<file path="config.mk">
export PLATFORM = sky130hd
export DESIGN_NAME = spi_flash_arb
export DESIGN_NICKNAME = d
export VERILOG_FILES = /design/src/rtl/spi_flash_arb.sv
export SDC_FILE = /design/constraint.sdc
export NUM_CORES = 1
export LEC_CHECK = 0
export CAP_MARGIN = 20
export CORE_MARGIN = 5
export CORE_UTILIZATION = 55
export DETAILED_ROUTE_END_ITERATION = 16
export PLACE_DENSITY = 0.8
export SKIP_CTS_REPAIR_TIMING = 1
export SLEW_MARGIN = 15
export SYNTH_ARGS = -nofsm -noshare
export SYNTH_HDL_FRONTEND = slang
export SYNTH_SLANG_ARGS = --single-unit
</file>
<file path="constraint.sdc">
create_clock -name clk -period 4.9 [get_ports clk]
set_input_delay 1.225 -clock clk [delete_from_list [all_inputs] [get_ports clk]]
set_output_delay 1.225 -clock clk [all_outputs]
set_load 0.03 [all_outputs]
</file>
<file path="src/rtl/spi_flash_arb.sv">
// Two-port SPI configuration-flash arbiter: round-robin grant, idle guard gap, registered pads.
// Optional grant watchdog enabled by defining SPI_ARB_TIMEOUT_EN.
module spi_flash_arb #(
   parameter int GAP_CYCLES = 4,
   parameter int TW         = 20
) (
   input  logic       clk,
   input  logic       rst,
   input  logic [1:0] req,
   output logic [1:0] gnt,
   output logic [1:0] abort,
   input  logic       r0_mosi,
   input  logic       r0_clk,
   input  logic       r0_cs_n,
   output logic       r0_miso,
   input  logic       r1_mosi,
   input  logic       r1_clk,
   input  logic       r1_cs_n,
   output logic       r1_miso,
   output logic       spi_mosi,
   output logic       spi_clk,
   output logic       spi_cs_n,
   input  logic       spi_miso
);

   typedef enum logic [1:0] {IDLE, OWN, GAP} state_t;

   localparam logic [7:0] GAP_LOAD = 8'(GAP_CYCLES - 1);

   if (GAP_CYCLES < 1 || GAP_CYCLES > 255) begin : g_bad_gap
      $error("GAP_CYCLES must be in 1..255");
   end
   if (TW < 2) begin : g_bad_tw
      $error("TW must be at least 2");
   end

   state_t     state_q, state_d;
   logic       owner_q, owner_d;
   logic       last_q, last_d;
   logic [7:0] gap_q, gap_d;
   logic [1:0] gnt_q, gnt_d;
   logic [1:0] req_q;
   logic       cs_n_q, cs_n_d, sclk_q, sclk_d, mosi_q, mosi_d;
   logic [1:0] elig;
   logic       pick;

`ifdef SPI_ARB_TIMEOUT_EN
   // Revoke on the edge where the count would reach all-ones.
   localparam logic [TW-1:0] WD_LAST = {{(TW-1){1'b1}}, 1'b0};
   logic [TW-1:0] wd_q, wd_d;
   logic [1:0]    mask_q, mask_d;
   logic [1:0]    abort_q, abort_d;

   always_ff @(posedge clk or posedge rst) begin
      if (rst) begin
         wd_q    <= '0;
         mask_q  <= '0;
         abort_q <= '0;
      end else begin
         wd_q    <= wd_d;
         mask_q  <= mask_d;
         abort_q <= abort_d;
      end
   end
   assign abort = abort_q;
`else
   assign abort = 2'b00;
`endif

   always_ff @(posedge clk or posedge rst) begin
      if (rst) begin
         state_q <= IDLE;
         owner_q <= 1'b0;
         last_q  <= 1'b1;
         gap_q   <= '0;
         gnt_q   <= '0;
         req_q   <= '0;
         cs_n_q  <= 1'b1;
         sclk_q  <= 1'b0;
         mosi_q  <= 1'b0;
      end else begin
         state_q <= state_d;
         owner_q <= owner_d;
         last_q  <= last_d;
         gap_q   <= gap_d;
         gnt_q   <= gnt_d;
         req_q   <= req;
         cs_n_q  <= cs_n_d;
         sclk_q  <= sclk_d;
         mosi_q  <= mosi_d;
      end
   end

   always_comb begin
      state_d = state_q;
      owner_d = owner_q;
      last_d  = last_q;
      gap_d   = gap_q;
      gnt_d   = gnt_q;
      pick    = 1'b0;
`ifdef SPI_ARB_TIMEOUT_EN
      wd_d    = wd_q;
      abort_d = '0;
      // An aborted port stays masked until it has dropped req.
      mask_d  = mask_q & req_q;
      elig    = req_q & ~mask_q;
`else
      elig    = req_q;
`endif
      case (state_q)
         IDLE: begin
            if (|elig) begin
               pick    = (elig == 2'b11) ? ~last_q : elig[1];
               state_d = OWN;
               owner_d = pick;
               last_d  = pick;
               gnt_d   = pick ? 2'b10 : 2'b01;
`ifdef SPI_ARB_TIMEOUT_EN
               wd_d    = '0;
`endif
            end
         end
         OWN: begin
            if (!req_q[owner_q]) begin
               state_d = GAP;
               gap_d   = GAP_LOAD;
               gnt_d   = '0;
            end
`ifdef SPI_ARB_TIMEOUT_EN
            else if (wd_q == WD_LAST) begin
               state_d          = GAP;
               gap_d            = GAP_LOAD;
               gnt_d            = '0;
               abort_d[owner_q] = 1'b1;
               mask_d[owner_q]  = 1'b1;
            end else begin
               wd_d = wd_q + 1'b1;
            end
`endif
         end
         GAP: begin
            if (gap_q == '0) state_d = IDLE;
            else             gap_d   = gap_q - 1'b1;
         end
         default: state_d = IDLE;
      endcase

      // Pads follow the next-cycle owner so grant and pad hand-off share one edge.
      cs_n_d = 1'b1;
      sclk_d = 1'b0;
      mosi_d = 1'b0;
      if (state_d == OWN) begin
         cs_n_d = owner_d ? r1_cs_n : r0_cs_n;
         sclk_d = owner_d ? r1_clk  : r0_clk;
         mosi_d = owner_d ? r1_mosi : r0_mosi;
      end
   end

   assign gnt      = gnt_q;
   assign spi_cs_n = cs_n_q;
   assign spi_clk  = sclk_q;
   assign spi_mosi = mosi_q;
   assign r0_miso  = gnt_q[0] & spi_miso;
   assign r1_miso  = gnt_q[1] & spi_miso;

endmodule

</file>
# Word-level counts from Yosys, hierarchy flattened
# Index checks and enable logic that the tools add are counted.
# Widths: inputs -> output; s select.
# totals
register_bits	19
in_bits	11
output_inout_bits	9
word_cells	51
# op_classes
add_sub_neg	1
order_cmp	1
eq_ne	7
n_mux	22
n_bitwise	3
reduce_logical	8
# ops
cell	count
$mux 8	2
$pmux 8 s2	1
$mux 2	6
$mux 1	11
$logic_not 8->1	1
$sub 8x1->8 const B	1
$ne 2x2->1 const B	3
$pmux 2 s3	1
$reduce_and 3->1	2
$eq 2x1->1 const B	2
$eq 2x2->1 const B	2
$pmux 2 s2	1
$reduce_bool 2->1	2
$and 1x1->1	2
$logic_not 2->1	1
$lt 1x2->1 const B	1
$reduce_and 2->1	1
$reduce_or 2->1	1
$not 1->1	1

# Longest topological paths before layout
# depth
ltp_word	6
mapped_depth	6
ltp_nobuf	6

# Worst setup path before layout
# No wires, ideal clock.
# synth_timing
path_kind	input -> output
from	input spi_miso
to	output r0_miso
t_arrival_ns	1.506
required_time_ns	3.675
path_slack_ns	2.169
path_stages	1
path_buffers	0
path_cell_list	and2_1
# synth_via
elab_chain_len	1
# synth_rtl
element	line	source
start: declaration	23	input logic spi_miso
$and 1x1->1	163	assign r0_miso = gnt_q[0] & spi_miso;
end: declaration	15	output logic r0_miso,
# No other way between the ends.

# Final worst setup path
# layout_timing
from	input spi_miso
to	output r1_miso
# layout_via
elab_chain_len	1
# layout_rtl
element	line	source
$and 1x1->1	164	assign r1_miso = gnt_q[1] & spi_miso;
end: declaration	19	output logic r1_miso,
# No other way between the ends.

==> results.ini <==
[clock_tree]
numCtsBuffers = 3
cts_tree = done
cts_sinks = 19
clk-insertion-delay-late_ps = 280
clockBufferDepth = 2
ctsRootBufferMaster = clkbuf_4
path_clk_slew_ps = 110
htree_levels = 1

[floorplanning]
die_w_um = 55.1
coreArea_um2 = 1940
chipHeight_um = 55.1
rows = 16
dieArea_um2 = 3040
start_util_pct = 57.6
io_pins = 20

[yosys]
synth_top_area_share_pct = 38.0
ys_ff_latch = 19
synth_compound_area_share_pct = 24.7
syn_inst = 108
synthAdderAreaFrac_pct = 6.71
syn_avg_cell_area_um2 = 10.4
synthArstFlopShare_pct = 100
synth_edf_count = 0
synth_top_family_by_area = compound AO/OA/AOI/OAI gates
synth_seq_area_share_pct = 42.7
yosys_warnings = 0
synthXorXnorAreaFrac_pct = 0
synth-simple-area-share_pct = 13.4
yosys-mux-area-fraction_pct = 5.70
yosysUniqueCellTypes = 42
ys.flop_type = dfrtp_1
netlist_area_um2 = 1120
synth.largest_area_cell = dfrtp_1
synth.area.top_cells = dfrtp_1 38%, ha_1 6.7%, dfstp_2 4.7%

[power_and_ir_drop]
powerDensity_nw_per_um2 = 464
irDropWorstVdd_v = 0.000228
power_leakage_nw = 0.577

[worst_setup_path]
r2r_start = state_q[0]$_DFF_PP0_
start_kind = primary input
cp.arrival_ps = 2490
cp-end-kind = output port
required_ps = 3670
crit_start = spi_miso
path_class = primary input to output port
crit_path_max_fanout = 2
ff2ff_path_depth = 6

[drt]
wl_per_cell_um = 14.9
drc_errors = 0
dr.pass1.iters = 4
wl_um = 2280
final_antenna_net_count = 0
vias_per_cell = 5.93
vias = 908
dr.first_iter.drc_count = 17

[finish]
nFillCells = 160
final_nets = 144
drive_above_1_share_pct = 11.9
antenna_cells = 0
area.sequential_um2 = 478
final_cells = 153
multi_input_area_um2 = 573
area_growth_pct = 18.2

[grt]
overflow = 0
grt_max_degree = 20
antenna_found_initial = 0
grt_pass1_wl_um = 3730
grt_pass1_vias = 880
grtUsageTotal_pct = 16.8

[place]
dpl.cell_count = 149
dp_slack_ps = 1180
port_buffers = 17
hpwl_um = 1800
routabilityCongestion = 0.858

[timing]
slew_viol_final = 0
finClkSkew_ps = 5.71
worst_pin_slew_ps = 728
hold_slack_ps = 492
setup_viol = 0
setup_ws_ps = 1180
fin_crit_ps = 3720
fin_setup_tns_ps = 0
hold_viol_final = 0
rsz0062_at_grt = false
relSlewSlack_pct = 51.4
max_freq_mhz = 269
fin_crit_sh_pct = 75.9

[job]
max_cap_viol_count = 0

[min_path]
hold_depth = 1
hp-class = flip-flop to flip-flop
hold_start = gap_q[7]$_DFFE_PP0P_

[run_status]
outcome = completed

cells by family (layout without fill, tap and decap cells):
family / Yosys count / after routing
AND/OR/NAND/NOR: 27 / 27
multiplexers: 6 / 6
adder cells (fa/ha/maj): 6 / 6
buffers and inverters: 15 / 32
AO/OA/AOI/OAI: 34 / 34
other: 1 / 2
flip-flops: 19 / 19
cells in the mapped netlist (2+ instances only):
library cell	instances
a31oi_1	3
o31ai_1	2
mux2i_1	3
o21a_1	2
o21ai_0	3
nand2_1	6
a21oi_1	6
dfstp_2	2
nand2b_1	2
inv_1	11
nor3_1	2
o211ai_1	2
or4_4	2
mux2_2	3
and2_1	2
dfrtp_1	17
buf_4	2
nor2_1	6
o21ai_1	2
a22o_1	3
ha_1	6
power breakdown:
group          switching [W]  internal, W
registers          0.0000284     0.000196
clock network      0.0000448    0.0000315
logic               0.000184     0.000129
worst paths after layout:
path,slack (ps),to
setup / recovery,1180,r1_miso
hold / removal,490,gap_q[7]$_DFFE_PP0P_
setup reg to reg,2780,spi_cs_n$_DFF_PP1_
hold reg to reg,490,gap_q[7]$_DFFE_PP0P_
max in group asynchronous,3090,state_q[1]$_DFF_PP0_
min in group asynchronous,1350,gap_q[7]$_DFFE_PP0P_
cell usage in the layout (no fill, tap or decap), types with 2 or more instances in the layout:
| master | Yosys | final |
|---|---|---|
| ha_1 | 6 | 6 |
| clkdlybuf4s50_1 | 0 | 17 |
| o31ai_1 | 2 | 2 |
| dfrtp_1 | 17 | 17 |
| and2_1 | 2 | 2 |
| nand2_1 | 6 | 6 |
| o211ai_1 | 2 | 2 |
| a22o_1 | 3 | 3 |
| o21a_1 | 2 | 2 |
| nor3_1 | 2 | 2 |
| or4_4 | 2 | 2 |
| mux2_2 | 3 | 3 |
| clkbuf_4 | 0 | 3 |
| a31oi_1 | 3 | 3 |
| dfstp_2 | 2 | 2 |
| a21oi_1 | 6 | 6 |
| nand2b_1 | 2 | 2 |
| mux2i_1 | 3 | 3 |
| o21ai_0 | 3 | 3 |
| o21ai_1 | 2 | 2 |
| conb_1 | 1 | 2 |
| nor2_1 | 6 | 6 |
| inv_1 | 11 | 11 |
final cells by class:
class,count,share of cell area (%)
inverters,11,3.12
multi-input cells,75,43.3
clock buffers,4,1.99
repair buffers,17,12.9
flip-flops and latches,19,36.1
well taps,27,2.55
registers in the layout, indices dropped and copies added, names as in the netlist:
signal	count
gap_q	8
elig	2
gnt	2
state_q	2
last_q	1
owner_q	1
spi_clk	1
spi_cs_n	1
spi_mosi	1
metrics by stage:
stage	total power, W	cell area (µm²)	util (%)
floorplan	0.000450	1120	-
global placement	0.000528	1300	66.8
detailed placement	0.000541	1300	66.8
CTS	0.000618	1320	68.1
global route	0.000655	1320	68.1
finish	0.000614	1320	68.1
per-layer routing:
layer	wire, µm	GRT usage [%]	up-vias
met5	0	0	-
met4	12	4.86	0
met2	1250	32.5	20
li1	-	-	428
met3	93	2.68	2
met1	921	18.6	458
critical path, cell delays in order:
cell             delay [ps]
clkdlybuf4s50_1         470
and2_1                  130
clkdlybuf4s50_1         670
(Power assumes the default switching activity.)
